File: config.mk
export PLATFORM = sky130hd
export DESIGN_NAME = regfile_wr_arbiter_flat
export DESIGN_NICKNAME = d
export VERILOG_FILES = /design/src/rtl/regfile_wr_arbiter_if.sv /design/src/rtl/regfile_wr_arbiter.sv /design/src/flat_wrapper.sv
export SDC_FILE = /design/constraint.sdc
export NUM_CORES = 1
export LEC_CHECK = 0
export ABC_AREA = 1
export BUFFER_PORTS_ARGS = -buffer_cell sky130_fd_sc_hd__buf_2
export CAP_MARGIN = 0
export CELL_PAD_IN_SITES_DETAIL_PLACEMENT = 1
export CELL_PAD_IN_SITES_GLOBAL_PLACEMENT = 1
export CORE_MARGIN = 5
export CORE_UTILIZATION = 45
export CTS_BUF_LIST = sky130_fd_sc_hd__clkbuf_2
export CTS_CLUSTER_DIAMETER = 200
export DETAILED_ROUTE_END_ITERATION = 8
export HOLD_SLACK_MARGIN = 0.02
export PLACE_DENSITY_LB_ADDON = 0.1
export SLEW_MARGIN = 20
export SYNTH_ARGS = -nofsm -noshare
export SYNTH_HDL_FRONTEND = slang
export SYNTH_SLANG_ARGS = --single-unit
File: constraint.sdc
create_clock -name i_clk -period 9.75 [get_ports i_clk]
set_clock_uncertainty 0.05 [all_clocks]
set_input_delay 1.95 -clock i_clk [delete_from_list [all_inputs] [get_ports i_clk]]
set_output_delay 1.95 -clock i_clk [all_outputs]
set_load 0.02 [all_outputs]
File: src/rtl/regfile_wr_arbiter_if.sv
// Request buses (P, L, D) and register-file write port of regfile_wr_arbiter.
// The slave modport is the arbiter side; the master modport is the requester/consumer side.
interface regfile_wr_arbiter_if #(
    parameter int XLEN       = 32,
    parameter int ADDR_WIDTH = 5,
    parameter int L_DEPTH    = 4
);
    logic                        i_pValid;
    logic [ADDR_WIDTH-1:0]       i_pAddr;
    logic [XLEN-1:0]             i_pData;
    logic                        i_lValid;
    logic                        o_lReady;
    logic [ADDR_WIDTH-1:0]       i_lAddr;
    logic [XLEN-1:0]             i_lData;
    logic                        i_dValid;
    logic                        o_dReady;
    logic [ADDR_WIDTH-1:0]       i_dAddr;
    logic [XLEN-1:0]             i_dData;
    logic                        o_wrEn;
    logic [ADDR_WIDTH-1:0]       o_rdAddr;
    logic [XLEN-1:0]             o_rdData;
    logic                        o_initDone;
    logic                        o_err;
    logic [$clog2(L_DEPTH):0]    o_lCount;

    modport slave (
        input  i_pValid, i_pAddr, i_pData,
        input  i_lValid, i_lAddr, i_lData,
        input  i_dValid, i_dAddr, i_dData,
        output o_lReady, o_dReady,
        output o_wrEn, o_rdAddr, o_rdData,
        output o_initDone, o_err, o_lCount
    );

    modport master (
        output i_pValid, i_pAddr, i_pData,
        output i_lValid, i_lAddr, i_lData,
        output i_dValid, i_dAddr, i_dData,
        input  o_lReady, o_dReady,
        input  o_wrEn, o_rdAddr, o_rdData,
        input  o_initDone, o_err, o_lCount
    );
endinterface

File: src/rtl/regfile_wr_arbiter.sv
// Register-file write-port owner: zeroes every entry after reset, then arbitrates
// pipeline (P) > long-latency queue (L) > debug (D), with a starvation override for D.
module regfile_wr_arbiter #(
    parameter int XLEN         = 32,
    parameter int ADDR_WIDTH   = 5,
    parameter int L_DEPTH      = 4,
    parameter int STARVE_LIMIT = 8
) (
    input  logic                 i_clk,
    input  logic                 i_rstN,
    regfile_wr_arbiter_if.slave  bus
);
    localparam int LW = $clog2(L_DEPTH);
    localparam int SW = $clog2(STARVE_LIMIT + 1);
    localparam logic [SW-1:0] STARVE_MAX = SW'(STARVE_LIMIT);

    typedef enum logic {CLEAR, RUN} state_t;

    state_t                      state;
    logic [ADDR_WIDTH-1:0]       clr_cnt;
    logic [LW:0]                 wr_ptr;
    logic [LW:0]                 rd_ptr;
    logic [ADDR_WIDTH+XLEN-1:0]  lq_mem [L_DEPTH];
    logic [SW-1:0]               starve_cnt;
    logic                        err;

    logic                        run;
    logic                        lq_empty;
    logic                        lq_full;
    logic                        starved;
    logic [ADDR_WIDTH-1:0]       lq_head_addr;
    logic [XLEN-1:0]             lq_head_data;
    logic                        l_rdy;
    logic                        d_rdy;
    logic                        l_push;
    logic                        l_pop;
    logic                        d_acc;

    logic                        vld_p0;
    logic                        wr_p0;
    logic [ADDR_WIDTH-1:0]       addr_p0;
    logic [XLEN-1:0]             data_p0;

    logic                        vld_p1;
    logic [ADDR_WIDTH-1:0]       addr_p1;
    logic [XLEN-1:0]             data_p1;

    assign run      = (state == RUN);
    assign lq_empty = (wr_ptr == rd_ptr);
    assign lq_full  = (wr_ptr[LW] != rd_ptr[LW]) && (wr_ptr[LW-1:0] == rd_ptr[LW-1:0]);
    assign starved  = (starve_cnt >= STARVE_MAX);
    assign {lq_head_addr, lq_head_data} = lq_mem[rd_ptr[LW-1:0]];

    assign l_rdy  = run && !lq_full;
    assign d_rdy  = run && !bus.i_pValid && (starved || lq_empty);
    assign l_push = bus.i_lValid && l_rdy;

    // Stage p0: pick one write source for this cycle
    always_comb begin
        vld_p0  = 1'b0;
        addr_p0 = '0;
        data_p0 = '0;
        l_pop   = 1'b0;
        d_acc   = 1'b0;
        if (!run) begin
            vld_p0  = 1'b1;
            addr_p0 = clr_cnt;
        end else if (bus.i_pValid) begin
            vld_p0  = 1'b1;
            addr_p0 = bus.i_pAddr;
            data_p0 = bus.i_pData;
        end else if (bus.i_dValid && starved) begin
            vld_p0  = 1'b1;
            addr_p0 = bus.i_dAddr;
            data_p0 = bus.i_dData;
            d_acc   = 1'b1;
        end else if (!lq_empty) begin
            vld_p0  = 1'b1;
            addr_p0 = lq_head_addr;
            data_p0 = lq_head_data;
            l_pop   = 1'b1;
        end else if (bus.i_dValid) begin
            vld_p0  = 1'b1;
            addr_p0 = bus.i_dAddr;
            data_p0 = bus.i_dData;
            d_acc   = 1'b1;
        end
    end

    // x0 is hardwired zero in RUN, so a selected x0 write is consumed without a write strobe
    assign wr_p0 = vld_p0 && (!run || (addr_p0 != '0));

    always_ff @(posedge i_clk) begin
        if (l_push) begin
            lq_mem[wr_ptr[LW-1:0]] <= {bus.i_lAddr, bus.i_lData};
        end
    end

    always_ff @(posedge i_clk or negedge i_rstN) begin
        if (!i_rstN) begin
            state      <= CLEAR;
            clr_cnt    <= '0;
            wr_ptr     <= '0;
            rd_ptr     <= '0;
            starve_cnt <= '0;
            err        <= 1'b0;
            vld_p1     <= 1'b0;
            addr_p1    <= '0;
            data_p1    <= '0;
        end else begin
            if (!run) begin
                clr_cnt <= clr_cnt + 1'b1;
                if (&clr_cnt) begin
                    state <= RUN;
                end
                if (bus.i_pValid) begin
                    err <= 1'b1;
                end
            end
            if (l_push) begin
                wr_ptr <= wr_ptr + 1'b1;
            end
            if (l_pop) begin
                rd_ptr <= rd_ptr + 1'b1;
            end
            if (bus.i_dValid && !d_acc) begin
                if (!starved) begin
                    starve_cnt <= starve_cnt + 1'b1;
                end
            end else begin
                starve_cnt <= '0;
            end
            // Stage p1: registered write port; address/data hold when idle
            vld_p1 <= wr_p0;
            if (wr_p0) begin
                addr_p1 <= addr_p0;
                data_p1 <= data_p0;
            end
        end
    end

    assign bus.o_wrEn     = vld_p1;
    assign bus.o_rdAddr   = addr_p1;
    assign bus.o_rdData   = data_p1;
    assign bus.o_initDone = run;
    assign bus.o_err      = err;
    assign bus.o_lReady   = l_rdy;
    assign bus.o_dReady   = d_rdy;
    assign bus.o_lCount   = wr_ptr - rd_ptr;
endmodule

File: src/flat_wrapper.sv
// flat-port wrapper written by rule: the top's interface ports become plain ports
module regfile_wr_arbiter_flat 
#(
    parameter int XLEN         = 32,
    parameter int ADDR_WIDTH   = 5,
    parameter int L_DEPTH      = 4,
    parameter int STARVE_LIMIT = 8
)
  (i_clk, i_rstN, bus_i_pValid, bus_i_pAddr, bus_i_pData, bus_i_lValid, bus_i_lAddr, bus_i_lData, bus_i_dValid, bus_i_dAddr, bus_i_dData, bus_o_lReady, bus_o_dReady, bus_o_wrEn, bus_o_rdAddr, bus_o_rdData, bus_o_initDone, bus_o_err, bus_o_lCount);
  regfile_wr_arbiter_if #(.XLEN(XLEN), .ADDR_WIDTH(ADDR_WIDTH), .L_DEPTH(L_DEPTH)) bus_i ();
  input  logic i_clk;
  input  logic i_rstN;
  input wire logic [$bits(bus_i.i_pValid)-1:0] bus_i_pValid;
  input wire logic [$bits(bus_i.i_pAddr)-1:0] bus_i_pAddr;
  input wire logic [$bits(bus_i.i_pData)-1:0] bus_i_pData;
  input wire logic [$bits(bus_i.i_lValid)-1:0] bus_i_lValid;
  input wire logic [$bits(bus_i.i_lAddr)-1:0] bus_i_lAddr;
  input wire logic [$bits(bus_i.i_lData)-1:0] bus_i_lData;
  input wire logic [$bits(bus_i.i_dValid)-1:0] bus_i_dValid;
  input wire logic [$bits(bus_i.i_dAddr)-1:0] bus_i_dAddr;
  input wire logic [$bits(bus_i.i_dData)-1:0] bus_i_dData;
  output wire logic [$bits(bus_i.o_lReady)-1:0] bus_o_lReady;
  output wire logic [$bits(bus_i.o_dReady)-1:0] bus_o_dReady;
  output wire logic [$bits(bus_i.o_wrEn)-1:0] bus_o_wrEn;
  output wire logic [$bits(bus_i.o_rdAddr)-1:0] bus_o_rdAddr;
  output wire logic [$bits(bus_i.o_rdData)-1:0] bus_o_rdData;
  output wire logic [$bits(bus_i.o_initDone)-1:0] bus_o_initDone;
  output wire logic [$bits(bus_i.o_err)-1:0] bus_o_err;
  output wire logic [$bits(bus_i.o_lCount)-1:0] bus_o_lCount;
  assign bus_i.i_pValid = bus_i_pValid;
  assign bus_i.i_pAddr = bus_i_pAddr;
  assign bus_i.i_pData = bus_i_pData;
  assign bus_i.i_lValid = bus_i_lValid;
  assign bus_i.i_lAddr = bus_i_lAddr;
  assign bus_i.i_lData = bus_i_lData;
  assign bus_i.i_dValid = bus_i_dValid;
  assign bus_i.i_dAddr = bus_i_dAddr;
  assign bus_i.i_dData = bus_i_dData;
  assign bus_o_lReady = bus_i.o_lReady;
  assign bus_o_dReady = bus_i.o_dReady;
  assign bus_o_wrEn = bus_i.o_wrEn;
  assign bus_o_rdAddr = bus_i.o_rdAddr;
  assign bus_o_rdData = bus_i.o_rdData;
  assign bus_o_initDone = bus_i.o_initDone;
  assign bus_o_err = bus_i.o_err;
  assign bus_o_lCount = bus_i.o_lCount;
  regfile_wr_arbiter #(.XLEN(XLEN), .ADDR_WIDTH(ADDR_WIDTH), .L_DEPTH(L_DEPTH), .STARVE_LIMIT(STARVE_LIMIT)) u_core (.i_clk(i_clk), .i_rstN(i_rstN), .bus(bus_i));
endmodule
==> impl_metrics.toml, run 1 <==
[route]
drt_wl_total_microns = 24600
drc_errors = 0
antenna_left = 0
wl_per_cell_microns = 18.6
vias_per_cell = 5.18
dr.pass1.iters = 5
dr_total_vias = 6839
drt-initial-drc-count = 403

[yosys]
synth-edff-count = 148
ys_seq_elements = 203
netlist_area_sq_um = 8940
synth.distinct_cells = 35
yosys_warnings = 0
avgSynthCellArea_sq_um = 10.6
synthCells = 840
async_flop_share = 0.271
synth-seq-area-share = 0.651
synth_nets = 968
ys.flop_type = "edfxtp_1"

[grt]
grt_pass1_vias = 6983
antenna_found_initial = 3
grt_first_pass_wirelength_microns = 37800
grt_remaining_overflow = 0
grt_use_total = 0.215
grt_max_degree = 67

[power]
clock_power_share = 0.179
power_density_nw_per_um2 = 300
seqPwrFrac = 0.411
swShare = 0.436
intPower_w = 0.00175
cellLeakagePower_nw = 4.36
p_switching_w = 0.00135
combPwrFrac = 0.410
finalPower_w = 0.00310
ir_drop_mv = 0.135

[timing]
rsz0062_at_grt = "no"
setup_ws_ns = 4.80
setup_viol = 0
finalCritPeriodShare = 0.508
finalHoldViolCount = 0
fin_crit_ns = 4.95
tns_ns = 0
worst_pin_slew_ns = 0.920
max_freq_mhz = 202
slew_headroom = 0.385
slew_viol_final = 0

[clock_network]
cts_sinks = 203
post_cts_buffers = 0
cts_made_buffers = 53
path_clk_slew_ns = 0.10
clock_path_buffers = 3
cts-resized-gates = 0
cts_hold_buffers = 0
cts_tree = "done"
cts-root-buf = "clkbuf_2"
clkLatencyLatePin_ns = 0.80
h-tree-depth = 2

[floorplanning]
floorplan.die_area_sq_um = 22800
die_h_microns = 151
ios = 161
start_util = 0.458
fp.coreArea_sq_um = 19500
rows = 51
die_w_microns = 151

[setup_path]
r2r-end = "u_core.bus.o_rdData[2]$_DFFE_PN0P_"
path_max_fanout = 59
cp.arrival_ns = 2.95
worst_setup_path_start_kind = "register"
r2r_slack_ns = 5.49
crit_type = "register to primary output"
required_ns = 7.75
endpoint = "bus_o_lReady"
cp-end-kind = "primary output"
r2r.worst_path.cells = 14
r2r-start = "u_core.rd_ptr[0]$_DFFE_PN0P_"
startpoint = "u_core.rd_ptr[0]$_DFFE_PN0P_"

[worst_hold_path]
min_path_type = "register to register"
min_path_cells = 1
hold_start = "u_core.bus.o_err$_DFFE_PN0P_"

[placed_design]
postPlaceCellArea_sq_um = 9870
pre_cts_ws_ns = 4.86
io_buffers = 160
hpwl_microns = 16300
dp_cells = 1221
gp_congestion = 0.796

[cells_and_area]
drive_above_1_share = 0.259
fin_cells = 1321
multiInputGateArea_sq_um = 2660
fin_area_sq_um = 10400
area_growth_pct = 15.8
fillerInstances = 2281
ff_latch_area_sq_um = 5820
nets = 1139

[status]
status = "complete, no violations"

[run]
maxCapViolations = 0
state kept, by name (all words and copies together) (netlist names):
signal / flops
u_core.bus.o_err: 1
u_core.clr_cnt: 5
u_core.bus.o_rdData: 32
u_core.bus.o_wrEn: 1
u_core.starve_cnt: 4
u_core.bus.o_initDone: 1
u_core.bus.o_rdAddr: 5
u_core.lq_mem: 148
u_core.rd_ptr: 3
u_core.wr_ptr: 3
how the worst min path moves through the flow:
stage,to
3_3_place_gp,u_core.bus.o_err$_DFFE_PN0P_
6_report,u_core.bus.o_err$_DFFE_PN0P_
4_1_cts,u_core.bus.o_err$_DFFE_PN0P_
3_5_place_dp,u_core.bus.o_err$_DFFE_PN0P_
2_1_floorplan,u_core.clr_cnt[4]$_DFFE_PN0N_
5_1_grt,u_core.bus.o_err$_DFFE_PN0P_
worst max-delay path, stage by stage (launching register included):
cell     delay, ns
dfrtp_2       0.61
buf_4         0.55
ha_1          0.35
nand2_1       0.07
inv_1         0.10
a31oi_1       0.26
buf_2         0.22
layer usage:
layer	up-vias	global-route usage	wire length [microns]
met3	37	0.0440	1620
met4	4	0.0553	382
met1	3308	0.302	11100
li1	3287	-	-
met5	-	0	21
met2	203	0.343	11500
cells in the final DEF, fill, tap and decap left out, types with 2 or more instances in the layout:
cell / n
dfrtp_1: 54
nor2_4: 5
buf_4: 11
nor2_1: 82
nand2_2: 7
o211ai_1: 13
ha_1: 11
clkbuf_2: 73
o21ai_1: 2
or2_1: 2
nand3_1: 65
nand2_1: 162
clkinv_2: 6
o22ai_1: 32
xnor2_1: 2
o21ai_0: 90
inv_2: 3
inv_1: 44
a21oi_1: 44
buf_2: 160
edfxtp_1: 148
clkinvlp_4: 2
xor2_1: 6
clkinv_1: 18
power by group through the flow:
stage	sequential, W	combinational, W	clock, W
after floorplan	0.00137	0.000777	0
after global placement	0.00129	0.00125	0
after detailed placement	0.00130	0.00129	0
after CTS	0.00128	0.00129	0.000581
after global routing	0.00130	0.00142	0.000630
final	0.00128	0.00127	0.000556
logic make-up after synthesis:
group,Yosys count,share of synthesized area
simple gates,327,0.151
flops,203,0.651
compound gates,188,0.117
buf+inv,102,0.0549
fa+ha+maj,12,0.0176
xor+xnor,8,0.00784
cell usage after synthesis, types with 2 or more instances:
library cell | instances | share of area
ha_1 | 11 | 0.015
nor2_1 | 86 | 0.036
xnor2_1 | 2 | 0.0020
inv_2 | 2 | 0.00084
nand2_2 | 7 | 0.0049
or2_1 | 2 | 0.0014
nand3_1 | 65 | 0.036
buf_2 | 11 | 0.0062
buf_1 | 2 | 0.00084
o211ai_1 | 13 | 0.011
o21ai_1 | 2 | 0.0011
inv_1 | 45 | 0.019
clkbuf_1 | 29 | 0.012
dfrtp_1 | 55 | 0.15
buf_6 | 12 | 0.015
o22ai_1 | 32 | 0.022
edfxtp_1 | 148 | 0.50
a21oi_1 | 44 | 0.025
xor2_1 | 6 | 0.0059
o21ai_0 | 90 | 0.050
nand2_1 | 162 | 0.068
metrics by stage:
step           hold WS [ns]  utilization
2_1_floorplan         0.425            -
3_3_place_gp          0.404        0.506
3_5_place_dp          0.414        0.506
4_1_cts               0.442        0.530
5_1_grt               0.460        0.530
6_report              0.447        0.530
area by class of cell:
class / count / area share
repair buffers: 171 / 0.0853
well taps: 265 / 0.0320
inverters: 47 / 0.0170
multi-input cells: 535 / 0.257
clock inverters: 26 / 0.0109
clock buffers: 73 / 0.0353
flip-flops and latches: 203 / 0.562
diodes: 1 / 0.000242
Note: power is estimated with default switching activity, not from simulation.
==> inputs of run 2 (changes only) <==
- clock period: 9.75 -> 4.6 ns (I/O delays scaled with it)
==> impl_metrics.toml, run 2 (synthesis results as in run 1) <==
[timing]
setup_viol = 0
max_freq_mhz = 282
fin_hold_ws_ns = 0.276
fin_crit_ns = 3.54
slew_viol_final = 0
finalHoldViolCount = 0
slew_headroom = 0.555
tns_ns = 0
rsz0062_at_grt = "no"
finalCritPeriodShare = 0.770
worst_pin_slew_ns = 0.665

[cells_and_area]
area_growth_pct = 16.6
fillerInstances = 2262
fin_area_sq_um = 10400
drive_above_1_share = 0.267
final_cell_mix = "162 x nand2_1, 160 x buf_2, 148 x edfxtp_1, 90 x o21ai_0, 82 x nor2_1"
largest_reg_flops = 148
nets = 1143
layout_commonest_cell = "nand2_1"

[route]
vias_per_cell = 5.21
antenna_left = 0
dr.pass1.iters = 4
dr_total_vias = 6897
wl_per_cell_microns = 18.7
drt-initial-drc-count = 434
drt_wl_total_microns = 24800
drc_errors = 0

[power]
finalPower_w = 0.00669
combPwrFrac = 0.412
seqPwrFrac = 0.401
swShare = 0.430
p_switching_w = 0.00288
intPower_w = 0.00382
power_density_nw_per_um2 = 642
cellLeakagePower_nw = 4.41
clock_power_share = 0.187
ir_drop_mv = 0.235

[setup_path]
worst_setup_path_start_kind = "register"
crit_family = "buffers and inverters"
crit_chain = "buf_4 > inv_1 > nor2_1 > nand2_1 > inv_1 > buf_2"
required_ns = 3.63
crit_top_cell = "inv_1"
cp_slowest_cell = "nor2_1"
worst-path-buf-inv = 4
crit_type = "register to primary output"
critical-path-max-stage-delay_ns = 0.43
cp-end-kind = "primary output"
path_max_fanout = 45
cp.arrival_ns = 2.57

[placed_design]
gp_congestion = 0.813
io_buffers = 160
postPlaceCellArea_sq_um = 9910
hpwl_microns = 16200

[floorplanning]
rows = 51
die_h_microns = 151
ios = 161
floorplan.die_area_sq_um = 22800
die_w_microns = 151
fp.coreArea_sq_um = 19500
start_util = 0.458

[status]
status = "complete, no violations"

[clock_network]
cts-root-buf = "clkbuf_2"
post_cts_buffers = 0
path_clk_slew_ns = 0.12
h-tree-depth = 2
cts_tree = "done"
clock_path_buffers = 3
cts_made_buffers = 51
clkLatencyLatePin_ns = 0.80
cts_sinks = 203

[grt]
grtUsageMet3 = 0.0443
grt_remaining_overflow = 0
grt.met2_usage = 0.339
gr-usage-met1 = 0.310
grt_pass1_vias = 7143
antenna_found_initial = 2
grt_first_pass_wirelength_microns = 38100
grt_use_total = 0.216
grt_max_degree = 53
top_usage_layer = "met2"

[run]
maxCapViolations = 0

[worst_hold_path]
min_path_type = "primary input to register"
run 2: changes by cell type in the layout (fill, tap and decap cells not counted):
cell	delta
diode_2	+1
clkinvlp_4	-1
buf_4	+5
clkinv_1	-7
bufinv_16	+1
clkbuf_2	+7
clkinv_2	-4
inv_6	+1
dlygate4sd3_1	+1
run 2: worst paths after layout:
kind / to / cells after the start / start / slack, ns
max in group asynchronous: u_core.bus.o_rdData[29]$_DFFE_PN0P_ / 3 / i_rstN / 2.99
min: u_core.lq_mem[2][20]$_DFFE_PP_ / 1 / bus_i_lData[20] / 0.28
max: bus_o_dReady / 6 / u_core.bus.o_initDone$_DFF_PN0_ / 1.06
max reg2reg: u_core.bus.o_rdData[28]$_DFFE_PN0P_ / 15 / u_core.wr_ptr[0]$_DFFE_PN0P_ / 1.65
min in group asynchronous: u_core.starve_cnt[0]$_DFFE_PN0P_ / 2 / i_rstN / 0.59
min reg2reg: u_core.bus.o_err$_DFFE_PN0P_ / 1 / u_core.bus.o_err$_DFFE_PN0P_ / 0.44
run 2: power groups by stage:
stage | Combinational, W | Clock [W] | Sequential, W
finish | 0.00276 | 0.00125 | 0.00268
CTS | 0.00279 | 0.00131 | 0.00268
floorplan | 0.00165 | 0 | 0.00290
global placement | 0.00271 | 0 | 0.00271
detailed placement | 0.00278 | 0 | 0.00272
global route | 0.00306 | 0.00142 | 0.00273
run 2: metal layers:
metal,vias to the layer above,wire [microns]
met2,223,11300
li1,3294,-
met3,36,1760
met4,0,436
met5,-,0
met1,3344,11300
run 2: final cells by class:
type                    instances  area, sq um  share of cell area
diodes                          2         5.00            0.000480
flip-flops and latches        203         5820               0.559
clock buffers                  80          400              0.0384
well taps                     265          332              0.0318
inverters                      47          176              0.0169
repair buffers                177          931              0.0893
clock inverters                16         97.6             0.00936
multi-input cells             535         2660               0.255
run 2: timing repair:
item / 4_1_cts / 5_1_grt
resized for setup: 0 / 0
endpoints found under the hold margin: 8 / 0
hold buffers: 1 / 0
run 2: metrics by stage:
| step | cells | setup WS, ns | util |
|---|---|---|---|
| after floorplan | 840 | 0.335 | - |
| after global placement | 1226 | 1.64 | 0.507 |
| after detailed placement | 1226 | 1.58 | 0.507 |
| after CTS | 1323 | 0.909 | 0.533 |
| after global routing | 1325 | 0.747 | 0.534 |
| final | 1325 | 1.06 | 0.534 |
==> inputs of run 3 (changes only) <==
- clock period: 4.6 -> 3.4 ns (I/O delays scaled with it)
==> impl_metrics.toml, run 3 (synthesis results as in run 1) <==
[clock_network]
clock_path_buffers = 3
clkLatencyLatePin_ns = 0.82
h-tree-depth = 2
cts_made_buffers = 51
path_clk_slew_ns = 0.11
cts_sinks = 203
cts_tree = "done"
cts-root-buf = "clkbuf_2"

[route]
wl_per_cell_microns = 18.9
dr.pass1.iters = 4
dr_total_vias = 7047
vias_per_cell = 5.17
antenna_left = 0
drt_wl_total_microns = 25700
drt-initial-drc-count = 335
drc_errors = 0

[grt]
grt_max_degree = 66
antenna_found_initial = 1
grt_use_total = 0.226
grt_remaining_overflow = 0
grt_first_pass_wirelength_microns = 39600
grt_pass1_vias = 7336

[timing]
worst_pin_slew_ns = 0.702
setup_viol = 0
finalHoldViolCount = 0
max_freq_mhz = 318
slew_headroom = 0.532
tns_ns = 0
rsz0062_at_grt = "no"
finalCritPeriodShare = 0.925
fin_hold_ws_ns = 0.112
fin_crit_ns = 3.14
slew_viol_final = 0

[cells_and_area]
layout_commonest_cell = "nand2_1"
largest_reg_flops = 148
drive_above_1_share = 0.250
fillerInstances = 2251
nets = 1180
final_cell_mix = "162 x nand2_1, 159 x buf_2, 148 x edfxtp_1, 90 x o21ai_0, 82 x nor2_1"
area_growth_pct = 20.8

[setup_path]
path_max_fanout = 15
cp-end-kind = "primary output"
crit_type = "register to primary output"
required_ns = 2.67
worst_setup_path_start_kind = "register"
cp.arrival_ns = 2.41

[power]
power_density_nw_per_um2 = 838
ir_drop_mv = 0.392
cellLeakagePower_nw = 4.55

[floorplanning]
ios = 161
start_util = 0.458
fp.coreArea_sq_um = 19500
rows = 51
die_h_microns = 151
floorplan.die_area_sq_um = 22800
die_w_microns = 151

[placed_design]
gp_congestion = 0.801
hpwl_microns = 16700
io_buffers = 160

[worst_hold_path]
min_path_type = "primary input to register"

[run]
maxCapViolations = 0

[status]
status = "complete, no violations"
==> run 3: cell count changes in the layout (fill, tap and decap cells not counted), sizes merged <==
cell         delta
clkbuf          -9
clkinv         +10
bufinv          -1
clkinvlp        -1
buf             +1
inv             +1
dlygate4sd3    +36
==> run 3: what timing repair did <==
item / in CTS / in global routing
setup buffers: 0 / 1
resized for setup: 0 / 1
hold buffers: 37 / 0
hold endpoints to repair: 189 / 0
setup endpoints to repair: 0 / 2
==> run 3: final timing paths <==
check	from	end	slack [ns]	depth (start not counted)
max in group asynchronous	i_rstN	u_core.bus.o_rdData[12]$_DFFE_PN0P_	2.26	3
worst min register to register	u_core.bus.o_rdData[3]$_DFFE_PN0P_	u_core.bus.o_rdData[3]$_DFFE_PN0P_	0.46	2
worst max register to register	u_core.rd_ptr[0]$_DFFE_PN0P_	u_core.bus.o_rdData[2]$_DFFE_PN0P_	0.77	13
worst min-delay path	bus_i_lData[2]	u_core.lq_mem[0][2]$_DFFE_PP_	0.11	1
worst max-delay path	u_core.rd_ptr[0]$_DFFE_PN0P_	bus_o_dReady	0.26	8
min in group asynchronous	i_rstN	u_core.starve_cnt[1]$_DFFE_PN0P_	0.36	2
==> run 3: power by group <==
part | leakage, nW | internal [W] | switching, W | total (W)
sequential | 2.00 | 0.00338 | 0.000277 | 0.00365
combinational | 2.21 | 0.00114 | 0.00267 | 0.00381
clock | 0.347 | 0.000589 | 0.000999 | 0.00159
total | 4.55 | 0.00511 | 0.00394 | 0.00905
==> run 3: final cells by class <==
type                            instances  area (sq um)  share of cell area
Clock inverter                         25           111              0.0103
Clock buffer                           71           355              0.0329
Sequential cell                       203          5820               0.539
Multi-Input combinational cell        535          2660               0.246
Timing Repair Buffer                  214          1340               0.124
Antenna cell                            2          5.00            0.000463
Tap cell                              265           332              0.0307
Inverter                               47           176              0.0163
==> run 3: routing by layer <==
layer | up-vias | global-route usage | part of all wire
li1 | 3366 | - | -
met1 | 3418 | 0.312 | 0.45
met5 | - | 0 | 0
met3 | 36 | 0.0458 | 0.071
met4 | 0 | 0.0630 | 0.017
met2 | 227 | 0.364 | 0.47
==> run 3: worst max-delay path, stage by stage, from the launching register on <==
cell	delay [ns]
dfrtp_4	0.59
ha_1	0.33
nand2_1	0.05
inv_1	0.14
nand2_2	0.11
nand2_2	0.10
nand2_1	0.05
inv_1	0.09
buf_2	0.17
==> run 3: stage by stage <==
stage	total power, W	setup slack [ns]	area (sq um)	cells	utilization
2_1_floorplan	0.00616	-0.287	8950	840	-
3_3_place_gp	0.00735	0.768	9950	1226	0.509
3_5_place_dp	0.00748	0.727	9950	1226	0.509
4_1_cts	0.00913	0.0743	10800	1359	0.552
5_1_grt	0.00975	0.0139	10800	1361	0.553
6_report	0.00905	0.256	10800	1362	0.553
